### config.mk
export PLATFORM = sky130hd
export DESIGN_NAME = mem_ctrl
export DESIGN_NICKNAME = d
export VERILOG_FILES = /design/src/rtl/mem_ctrl.sv
export SDC_FILE = /design/constraint.sdc
export NUM_CORES = 1
export LEC_CHECK = 0
export CORE_ASPECT_RATIO = 0.75
export CORE_UTILIZATION = 55
export CTS_CLUSTER_SIZE = 20
export DETAILED_ROUTE_END_ITERATION = 6
export PLACE_DENSITY = 0.86
export SYNTH_ARGS = -nofsm -noshare
export SYNTH_HDL_FRONTEND = slang
export SYNTH_SLANG_ARGS = --single-unit
### constraint.sdc
create_clock -name clk -period 6.96 [get_ports clk]
set_input_delay 1.392 -clock clk [delete_from_list [all_inputs] [get_ports clk]]
set_output_delay 1.392 -clock clk [all_outputs]
set_load 0.1 [all_outputs]
### src/rtl/mem_ctrl.sv
// Byte-serial controller between the IF/MEM pipeline stages and an 8-bit RAM.
// Arbitrates fetch vs load/store, walks the bytes of each access,
// assembles little-endian words and drives the stage stall lines.
module mem_ctrl #(
  parameter int ADDR_W = 32
) (
  input  logic              clk,
  input  logic              rst,
  input  logic              rdy,
  input  logic              if_req,
  input  logic [ADDR_W-1:0] if_addr,
  output logic [31:0]       if_inst,
  output logic              if_done,
  output logic              if_stall,
  input  logic              mem_req,
  input  logic              mem_we,
  input  logic [1:0]        mem_size,
  input  logic [ADDR_W-1:0] mem_addr,
  input  logic [31:0]       mem_wdata,
  output logic [31:0]       mem_rdata,
  output logic              mem_done,
  output logic              mem_stall,
  output logic [ADDR_W-1:0] ram_a,
  output logic [7:0]        ram_dout,
  input  logic [7:0]        ram_din,
  output logic              ram_wr
);

  typedef enum logic [1:0] {
    IDLE = 2'd0,
    RD   = 2'd1,
    WR   = 2'd2,
    DONE = 2'd3
  } state_t;

  state_t            state_reg, state_next;
  logic [2:0]        cnt_reg, cnt_next;
  logic [2:0]        len_reg, len_next;
  logic [ADDR_W-1:0] addr_reg, addr_next;
  logic [31:0]       wdata_reg, wdata_next;
  logic [31:0]       data_reg, data_next;
  logic              is_mem_reg, is_mem_next;
  logic [ADDR_W-1:0] ram_a_reg, ram_a_next;
  logic [7:0]        ram_dout_reg, ram_dout_next;
  logic              ram_wr_reg, ram_wr_next;
  logic [31:0]       if_inst_reg, if_inst_next;
  logic [31:0]       mem_rdata_reg, mem_rdata_next;
  logic              if_done_reg, if_done_next;
  logic              mem_done_reg, mem_done_next;

  // A freeze lets ram_din move on to the byte at the held ram_a, so the byte
  // that belonged to the previous address is parked here on the first frozen
  // cycle and used on resume instead of ram_din.
  logic              prev_rdy_reg;
  logic [7:0]        skid_reg;
  logic [7:0]        byte_in;
  logic [2:0]        cnt_p1;
  logic [4:0]        rd_sl;
  logic [4:0]        wr_sl;

  // Byte count of an access: byte, half, or word (size 3 behaves as word).
  function automatic logic [2:0] size_len(input logic [1:0] s);
    case (s)
      2'd0:    size_len = 3'd1;
      2'd1:    size_len = 3'd2;
      default: size_len = 3'd4;
    endcase
  endfunction

  // Next-state and datapath decisions for the request sequencer.
  always_comb begin
    state_next     = state_reg;
    cnt_next       = cnt_reg;
    len_next       = len_reg;
    addr_next      = addr_reg;
    wdata_next     = wdata_reg;
    data_next      = data_reg;
    is_mem_next    = is_mem_reg;
    ram_a_next     = ram_a_reg;
    ram_dout_next  = ram_dout_reg;
    ram_wr_next    = 1'b0;
    if_inst_next   = if_inst_reg;
    mem_rdata_next = mem_rdata_reg;
    if_done_next   = 1'b0;
    mem_done_next  = 1'b0;
    byte_in        = prev_rdy_reg ? ram_din : skid_reg;
    cnt_p1         = cnt_reg + 3'd1;
    rd_sl          = {2'(cnt_reg - 3'd1), 3'b000};
    wr_sl          = {2'(cnt_p1), 3'b000};

    case (state_reg)
      IDLE: begin
        // Load/store wins: it belongs to the older instruction.
        if (mem_req) begin
          is_mem_next = 1'b1;
          addr_next   = mem_addr;
          len_next    = size_len(mem_size);
          wdata_next  = mem_wdata;
          cnt_next    = 3'd0;
          data_next   = 32'd0;
          ram_a_next  = mem_addr;
          if (mem_we) begin
            state_next    = WR;
            ram_dout_next = mem_wdata[7:0];
            ram_wr_next   = 1'b1;
          end else begin
            state_next = RD;
          end
        end else if (if_req) begin
          is_mem_next = 1'b0;
          addr_next   = if_addr;
          len_next    = 3'd4;
          cnt_next    = 3'd0;
          data_next   = 32'd0;
          ram_a_next  = if_addr;
          state_next  = RD;
        end
      end
      RD: begin
        // Cycle k presents addr+k; the byte for k-1 arrives this cycle.
        if (cnt_reg != 3'd0) begin
          data_next[rd_sl +: 8] = byte_in;
        end
        if (cnt_p1 < len_reg) begin
          ram_a_next = addr_reg + ADDR_W'(cnt_p1);
        end
        if (cnt_reg == len_reg) begin
          state_next = DONE;
          if (is_mem_reg) begin
            mem_rdata_next = data_next;
            mem_done_next  = 1'b1;
          end else begin
            if_inst_next = data_next;
            if_done_next = 1'b1;
          end
        end else begin
          cnt_next = cnt_p1;
        end
      end
      WR: begin
        if (cnt_p1 < len_reg) begin
          ram_a_next    = addr_reg + ADDR_W'(cnt_p1);
          ram_dout_next = wdata_reg[wr_sl +: 8];
          ram_wr_next   = 1'b1;
          cnt_next      = cnt_p1;
        end else begin
          state_next    = DONE;
          mem_done_next = 1'b1;
        end
      end
      default: begin
        // DONE: requests are deliberately not sampled here.
        state_next = IDLE;
      end
    endcase
  end

  // State register; rdy low freezes everything, reset aborts any transfer.
  always_ff @(posedge clk) begin
    if (rst) begin
      state_reg     <= IDLE;
      cnt_reg       <= 3'd0;
      len_reg       <= 3'd0;
      addr_reg      <= '0;
      wdata_reg     <= 32'd0;
      data_reg      <= 32'd0;
      is_mem_reg    <= 1'b0;
      ram_a_reg     <= '0;
      ram_dout_reg  <= 8'd0;
      ram_wr_reg    <= 1'b0;
      if_inst_reg   <= 32'd0;
      mem_rdata_reg <= 32'd0;
      if_done_reg   <= 1'b0;
      mem_done_reg  <= 1'b0;
      prev_rdy_reg  <= 1'b1;
      skid_reg      <= 8'd0;
    end else begin
      prev_rdy_reg <= rdy;
      if (!rdy && prev_rdy_reg) begin
        skid_reg <= ram_din;
      end
      if (rdy) begin
        state_reg     <= state_next;
        cnt_reg       <= cnt_next;
        len_reg       <= len_next;
        addr_reg      <= addr_next;
        wdata_reg     <= wdata_next;
        data_reg      <= data_next;
        is_mem_reg    <= is_mem_next;
        ram_a_reg     <= ram_a_next;
        ram_dout_reg  <= ram_dout_next;
        ram_wr_reg    <= ram_wr_next;
        if_inst_reg   <= if_inst_next;
        mem_rdata_reg <= mem_rdata_next;
        if_done_reg   <= if_done_next;
        mem_done_reg  <= mem_done_next;
      end
    end
  end

  assign ram_a     = ram_a_reg;
  assign ram_dout  = ram_dout_reg;
  assign ram_wr    = ram_wr_reg & rdy;
  assign if_inst   = if_inst_reg;
  assign mem_rdata = mem_rdata_reg;
  assign if_done   = if_done_reg;
  assign mem_done  = mem_done_reg;
  assign if_stall  = if_req & ~if_done_reg;
  assign mem_stall = mem_req & ~mem_done_reg;

endmodule

==> impl_metrics.tcl, run 1 <==
set metrics [dict create \
    post_cts_buffers 0 \
    pwr_density_cell_mw_per_mm2 310 \
    cts_root_buf "clkbuf_16" \
    die-area_mm2 0.0189 \
    cp-start-kind "primary input" \
    finalWirelength_um 27400 \
    cts_buffers 22 \
    path_clk_slew_ns 0.06 \
    port_buffers 220 \
    max_freq_mhz 196 \
    yosys_warnings 0 \
    cp.arrival_ns 3.70 \
    max_stage_delay_ns 1.15 \
    crit_path_max_fanout 18 \
    wl_met2_um 11800 \
    holdBufCountCts 0 \
    layout-area-overhead-vs-synth_pct 29.6 \
    final_common_cell "dfxtp_1" \
    drive_above_1_share 0.0538 \
    grt_max_degree 119 \
    gp_congestion 0.868 \
    cp_cell_sequence "clkdlybuf4s50_1 > and2_1 > clkdlybuf4s50_1" \
    synth_area_mm2 0.0101 \
    path_class "in -> out" \
    die_w_um 158 \
    top_level_ports 221 \
    p_leak_nw 4.64 \
    async_reset_ff_frac 0 \
    grt_pass1_wl_um 43300 \
    min_path_type "reg -> reg" \
    hold_path_end "wdata_reg[4]" \
    ant_nets 0 \
    rows 42 \
    cts.sinks 221 \
    syn_avg_cell_area_um2 8.54 \
    final_cell_mix "221 x dfxtp_1, 218 x clkdlybuf4s50_1, 177 x nor2_1" \
    htreeDepth 1 \
    fin_crit_sh 0.732 \
    fin_cells 1600 \
    synth_edf_count 0 \
    status "finished clean" \
    wl_met1_um 12800 \
    rsz0062_at_grt "false" \
    grt_usage 0.285 \
    tightest_slew_ns 1.19 \
    final_net_count 1472 \
    die_h_um 119 \
    clkLatencyLatePin_ns 0.50 \
    worstHoldStart "wdata_reg[4]" \
    grt-ovfl-total 0 \
    post_drt_wl_per_cell_um 17.1 \
    cts_resized 0 \
    fin_crit_ns 5.10 \
    ys_seq_area_frac 0.438 \
    viasPerCell 5.83 \
    synth_nets 1312 \
    cpMostUsedCell "clkdlybuf4s50_1" \
    synthCells 1183 \
    critical_path.startpoint "rdy" \
    highest_layer "met4" \
    cts.path.max_buffers 3 \
    hpwlAfterDp_um 18700 \
    wl_met3_um 2230 \
    worst_hold_path.num_cells 2 \
    antenna_found_initial 0 \
    dpl.cell_count 1561 \
    vias 9325 \
    grt_pass1_vias 8494 \
    r2r_end "ram_a[16]" \
    core_mm2 0.0178 \
    r2r.worst_path.cells 10 \
    finalMaxSlewViolations 0 \
    r2r_start "cnt_reg[0]" \
    slew_headroom 0.207 \
    synth_seq_cells 221 \
    synth.distinct_cells 55 \
    synth-main-ff-cell "dfxtp_1" \
    drtIter0Drc 684 \
    reg2reg_slack_ns 2.63 \
    hold_viol 0 \
    slowest_stage "clkdlybuf4s50_1" \
    finalSetupTns_ns 0 \
    nFillCells 1323 \
    first_pass_iters 5 \
    cts_tree "done" \
    setup_viol 0 \
    skew_ns 0.00861 \
    drc 0 \
    ir_drop_mv 0.189 \
    drv_cap 0 \
    required_ns 5.57 \
    initial_core_util 0.567 \
    antenna_cells 0 \
    end_kind "output pin" \
]
worst max-delay path, delay by kind of cell:
family | cells | cell delay, ns
buffers and inverters | 2 | 2.03
and+or+nand+nor | 1 | 0.28
report_power, final:
group,switching (mW),leakage [nW],internal [mW]
clock,0.482,0.396,0.826
sequential,0.0992,1.80,1.39
combinational,0.912,2.44,0.359
total,1.49,4.64,2.57
how the worst max path moves through the flow:
stage	to	slack, ns	cells past startpoint
after floorplan	mem_stall	2.34	3
after global placement	ram_wr	1.93	3
after detailed placement	ram_wr	1.89	3
after CTS	ram_wr	1.87	3
after global routing	ram_wr	1.84	3
final	ram_wr	1.86	3
metrics by stage:
stage / total power, mW / hold WS, ns / worst slack, ns / utilization / cell area [um^2]
floorplan: 2.43 / 0.433 / 2.34 / - / 10100
global placement: 2.75 / 0.439 / 1.93 / 0.689 / 12300
detailed placement: 2.77 / 0.447 / 1.89 / 0.689 / 12300
CTS: 4.07 / 0.456 / 1.87 / 0.735 / 13100
global route: 4.21 / 0.466 / 1.84 / 0.735 / 13100
finish: 4.06 / 0.455 / 1.86 / 0.735 / 13100
final cells by class:
type / count / area, um^2 / area share
Sequential cell: 221 / 4420 / 0.338
Clock inverter: 4 / 120 / 0.00918
Clock buffer: 35 / 691 / 0.0528
Timing Repair Buffer: 230 / 2270 / 0.174
Tap cell: 242 / 303 / 0.0231
Inverter: 14 / 52.6 / 0.00401
Multi-Input combinational cell: 854 / 5230 / 0.399
cells by family (layout without fill, tap and decap cells):
kind of cell,count (synthesis),after routing,synth area share
buffers and inverters,108,283,0.0450
adders and majority gates,17,17,0.0218
xor gates and xnor gates,29,29,0.0259
DFF,221,221,0.438
muxes,66,66,0.0757
and+or+nand+nor,452,452,0.201
AOI/OAI and AO/OA,290,290,0.193
synthesized netlist by cell type, types with 2 or more instances:
| library cell | n | area, um^2 |
|---|---|---|
| nor2b_1 | 4 | 25.0 |
| o21ai_0 | 30 | 150 |
| a31oi_1 | 4 | 25.0 |
| o2bb2ai_1 | 8 | 70.1 |
| and3_1 | 8 | 50.1 |
| and4_1 | 5 | 43.8 |
| ha_1 | 16 | 200 |
| o211ai_1 | 7 | 52.6 |
| clkbuf_1 | 64 | 240 |
| nand4_1 | 12 | 75.1 |
| nor3_1 | 35 | 175 |
| nor2_1 | 177 | 664 |
| o22ai_1 | 12 | 75.1 |
| a22o_1 | 9 | 78.8 |
| a21oi_1 | 90 | 450 |
| nand2b_1 | 2 | 12.5 |
| xor2_1 | 15 | 131 |
| a31o_2 | 2 | 17.5 |
| a21o_1 | 3 | 22.5 |
| buf_4 | 5 | 37.5 |
| a211oi_1 | 84 | 631 |
| a22oi_1 | 18 | 135 |
| xnor2_1 | 13 | 114 |
| dfxtp_1 | 221 | 4420 |
| a211oi_2 | 8 | 100 |
| nor4_1 | 4 | 25.0 |
| nand2_1 | 117 | 439 |
| or4_1 | 4 | 30.0 |
| mux2i_1 | 55 | 551 |
| nand3b_1 | 3 | 22.5 |
| o2111ai_1 | 4 | 35.0 |
| and2_1 | 21 | 131 |
| mux4_2 | 8 | 180 |
| inv_1 | 14 | 52.6 |
| nand3_1 | 55 | 275 |
| buf_2 | 24 | 120 |
| o21a_1 | 2 | 15.0 |
| mux2_2 | 3 | 33.8 |
routing by layer:
metal  track usage  up-vias
li1              -     4538
met1         0.419     4349
met2         0.434      394
met3        0.0520       44
met4        0.0619        0
met5             0        -
(Power assumes the default switching activity.)
==> inputs of run 2 (changes only) <==
--- a/config.mk
+++ b/config.mk
@@ -6,10 +6,10 @@
 export NUM_CORES = 1
 export LEC_CHECK = 0
 export CORE_ASPECT_RATIO = 0.75
-export CORE_UTILIZATION = 55
+export CORE_UTILIZATION = 51
 export CTS_CLUSTER_SIZE = 20
 export DETAILED_ROUTE_END_ITERATION = 6
-export PLACE_DENSITY = 0.86
+export PLACE_DENSITY = 0.8
 export SYNTH_ARGS = -nofsm -noshare
 export SYNTH_HDL_FRONTEND = slang
 export SYNTH_SLANG_ARGS = --single-unit
==> constraint.sdc (replaced) <==
create_clock -name clk -period 4.9 [get_ports clk]
set_input_delay 0.98 -clock clk [delete_from_list [all_inputs] [get_ports clk]]
set_output_delay 0.98 -clock clk [all_outputs]
set_load 0.1 [all_outputs]
==> impl_metrics.tcl, run 2 (synthesis results as in run 1) <==
set metrics [dict create \
    status "finished clean" \
    ant_nets 0 \
    antenna_found_initial 0 \
    path_clk_slew_ns 0.06 \
    min_path_type "reg -> reg" \
    finalWirelength_um 28500 \
    grt_max_degree 120 \
    skew_ns 0.00739 \
    fin_crit_ns 3.42 \
    slew_headroom 0.150 \
    die-area_mm2 0.0204 \
    hpwlAfterDp_um 19300 \
    final_common_cell "dfxtp_1" \
    initial_core_util 0.521 \
    first_pass_iters 5 \
    cp-endpoint "ram_dout[6]" \
    cp-start-kind "register" \
    cts.sinks 221 \
    vias 9384 \
    cp.arrival_ns 3.83 \
    grt_usage 0.274 \
    final_net_count 1476 \
    tightest_slew_ns 1.28 \
    core_mm2 0.0194 \
    cts.path.max_buffers 3 \
    antenna_cells 0 \
    cts_resized 0 \
    path_class "reg -> reg" \
    ir_drop_mv 0.278 \
    port_buffers 220 \
    cts_buffers 22 \
    power_mw 5.64 \
    finalSetupTns_ns 0 \
    pwr_density_cell_mw_per_mm2 433 \
    final_cell_mix "221 x dfxtp_1, 215 x clkdlybuf4s50_1, 177 x nor2_1" \
    r2r.worst_path.cells 10 \
    holdBufCountCts 0 \
    clkLatencyLatePin_ns 0.50 \
    r2r_start "cnt_reg[0]" \
    rows 44 \
    cts_tree "done" \
    crit_cells 10 \
    slowest_stage "a221oi_2" \
    path_delay_family "compound AO/OA/AOI/OAI gates" \
    setup_viol 0 \
    layout-area-overhead-vs-synth_pct 29.2 \
    cts_root_buf "clkbuf_16" \
    required_ns 5.31 \
    crit_path_max_fanout 19 \
    die_h_um 124 \
    grt_pass1_vias 8595 \
    drc 0 \
    critical_path.startpoint "cnt_reg[0]" \
    grt_pass1_wl_um 44400 \
    top_level_ports 221 \
    cp_cell_sequence "buf_4 > inv_1 > ha_1 > buf_4 > ha_1 > nand3b_1 > nand3_1 > a221oi_2 > nor2_1 > a211oi_1" \
    post_cts_buffers 0 \
    p_leak_nw 4.63 \
    viasPerCell 5.81 \
    drtIter0Drc 909 \
    drv_cap 0 \
    max_freq_mhz 292 \
    reg2reg_slack_ns 1.48 \
    nFillCells 1570 \
    r2r_end "ram_dout[6]" \
    grt-ovfl-total 0 \
    drive_above_1_share 0.0580 \
    end_kind "register" \
    finalMaxSlewViolations 0 \
    htreeDepth 1 \
    worst-path-buf-inv 3 \
    gp_congestion 0.839 \
    rsz0062_at_grt "false" \
    post_drt_wl_per_cell_um 17.7 \
    die_w_um 164 \
    hold_viol 0 \
    worstHoldStart "wdata_reg[19]" \
    fin_crit_sh 0.698 \
    max_stage_delay_ns 1.10 \
]
-- run 2: changes by cell type in the layout (fill, tap and decap cells not counted) --
cell             change
buf_4                +7
bufinv_16            -2
clkbuf_8             -3
clkdlybuf4s50_1      -3
clkinv_2             +3
clkinvlp_4           +1
o21ai_0              -1
o21ai_1              +1
-- run 2: metal layers --
metal | share of wire | track usage
met5 | 0 | 0
met1 | 0.46 | 0.394
met3 | 0.084 | 0.0473
met2 | 0.43 | 0.423
met4 | 0.022 | 0.0745
-- run 2: report_power, final --
| part | switching, mW | internal, mW |
|---|---|---|
| clock | 0.692 | 1.02 |
| combinational | 1.31 | 0.515 |
| sequential | 0.134 | 1.97 |
-- run 2: area by class of cell --
class / instances / area (um^2) / area share
multi-input cells: 854 / 5230 / 0.401
inverters: 14 / 52.6 / 0.00403
repair buffers: 234 / 2300 / 0.176
well taps: 253 / 317 / 0.0243
clock buffers: 32 / 649 / 0.0498
flip-flops and latches: 221 / 4420 / 0.339
clock inverters: 6 / 82.6 / 0.00633
-- run 2: stage by stage --
| stage | area [um^2] | std cells | worst slack, ns | hold slack [ns] | util |
|---|---|---|---|---|---|
| after floorplan | 10100 | 1183 | 1.11 | 0.433 | - |
| after global placement | 12300 | 1576 | 1.46 | 0.441 | 0.636 |
| after detailed placement | 12300 | 1576 | 1.37 | 0.445 | 0.636 |
| after CTS | 13000 | 1614 | 1.47 | 0.453 | 0.673 |
| after global routing | 13000 | 1614 | 1.20 | 0.464 | 0.673 |
| final | 13000 | 1614 | 1.48 | 0.452 | 0.673 |
-- run 2: worst min path at each step --
stage               endpoint  slack, ns  depth (start not counted)
5_1_grt         wdata_reg[5]       0.46                          2
4_1_cts         wdata_reg[5]       0.45                          2
3_3_place_gp   wdata_reg[19]       0.44                          2
2_1_floorplan   wdata_reg[0]       0.43                          2
3_5_place_dp    wdata_reg[5]       0.44                          2
6_report       wdata_reg[19]       0.45                          2
-- run 2: tightest hold or removal path, cell delays in order (launching register included) --
cell	delay, ns
dfxtp_1	0.31
nand2_1	0.05
a21oi_1	0.05
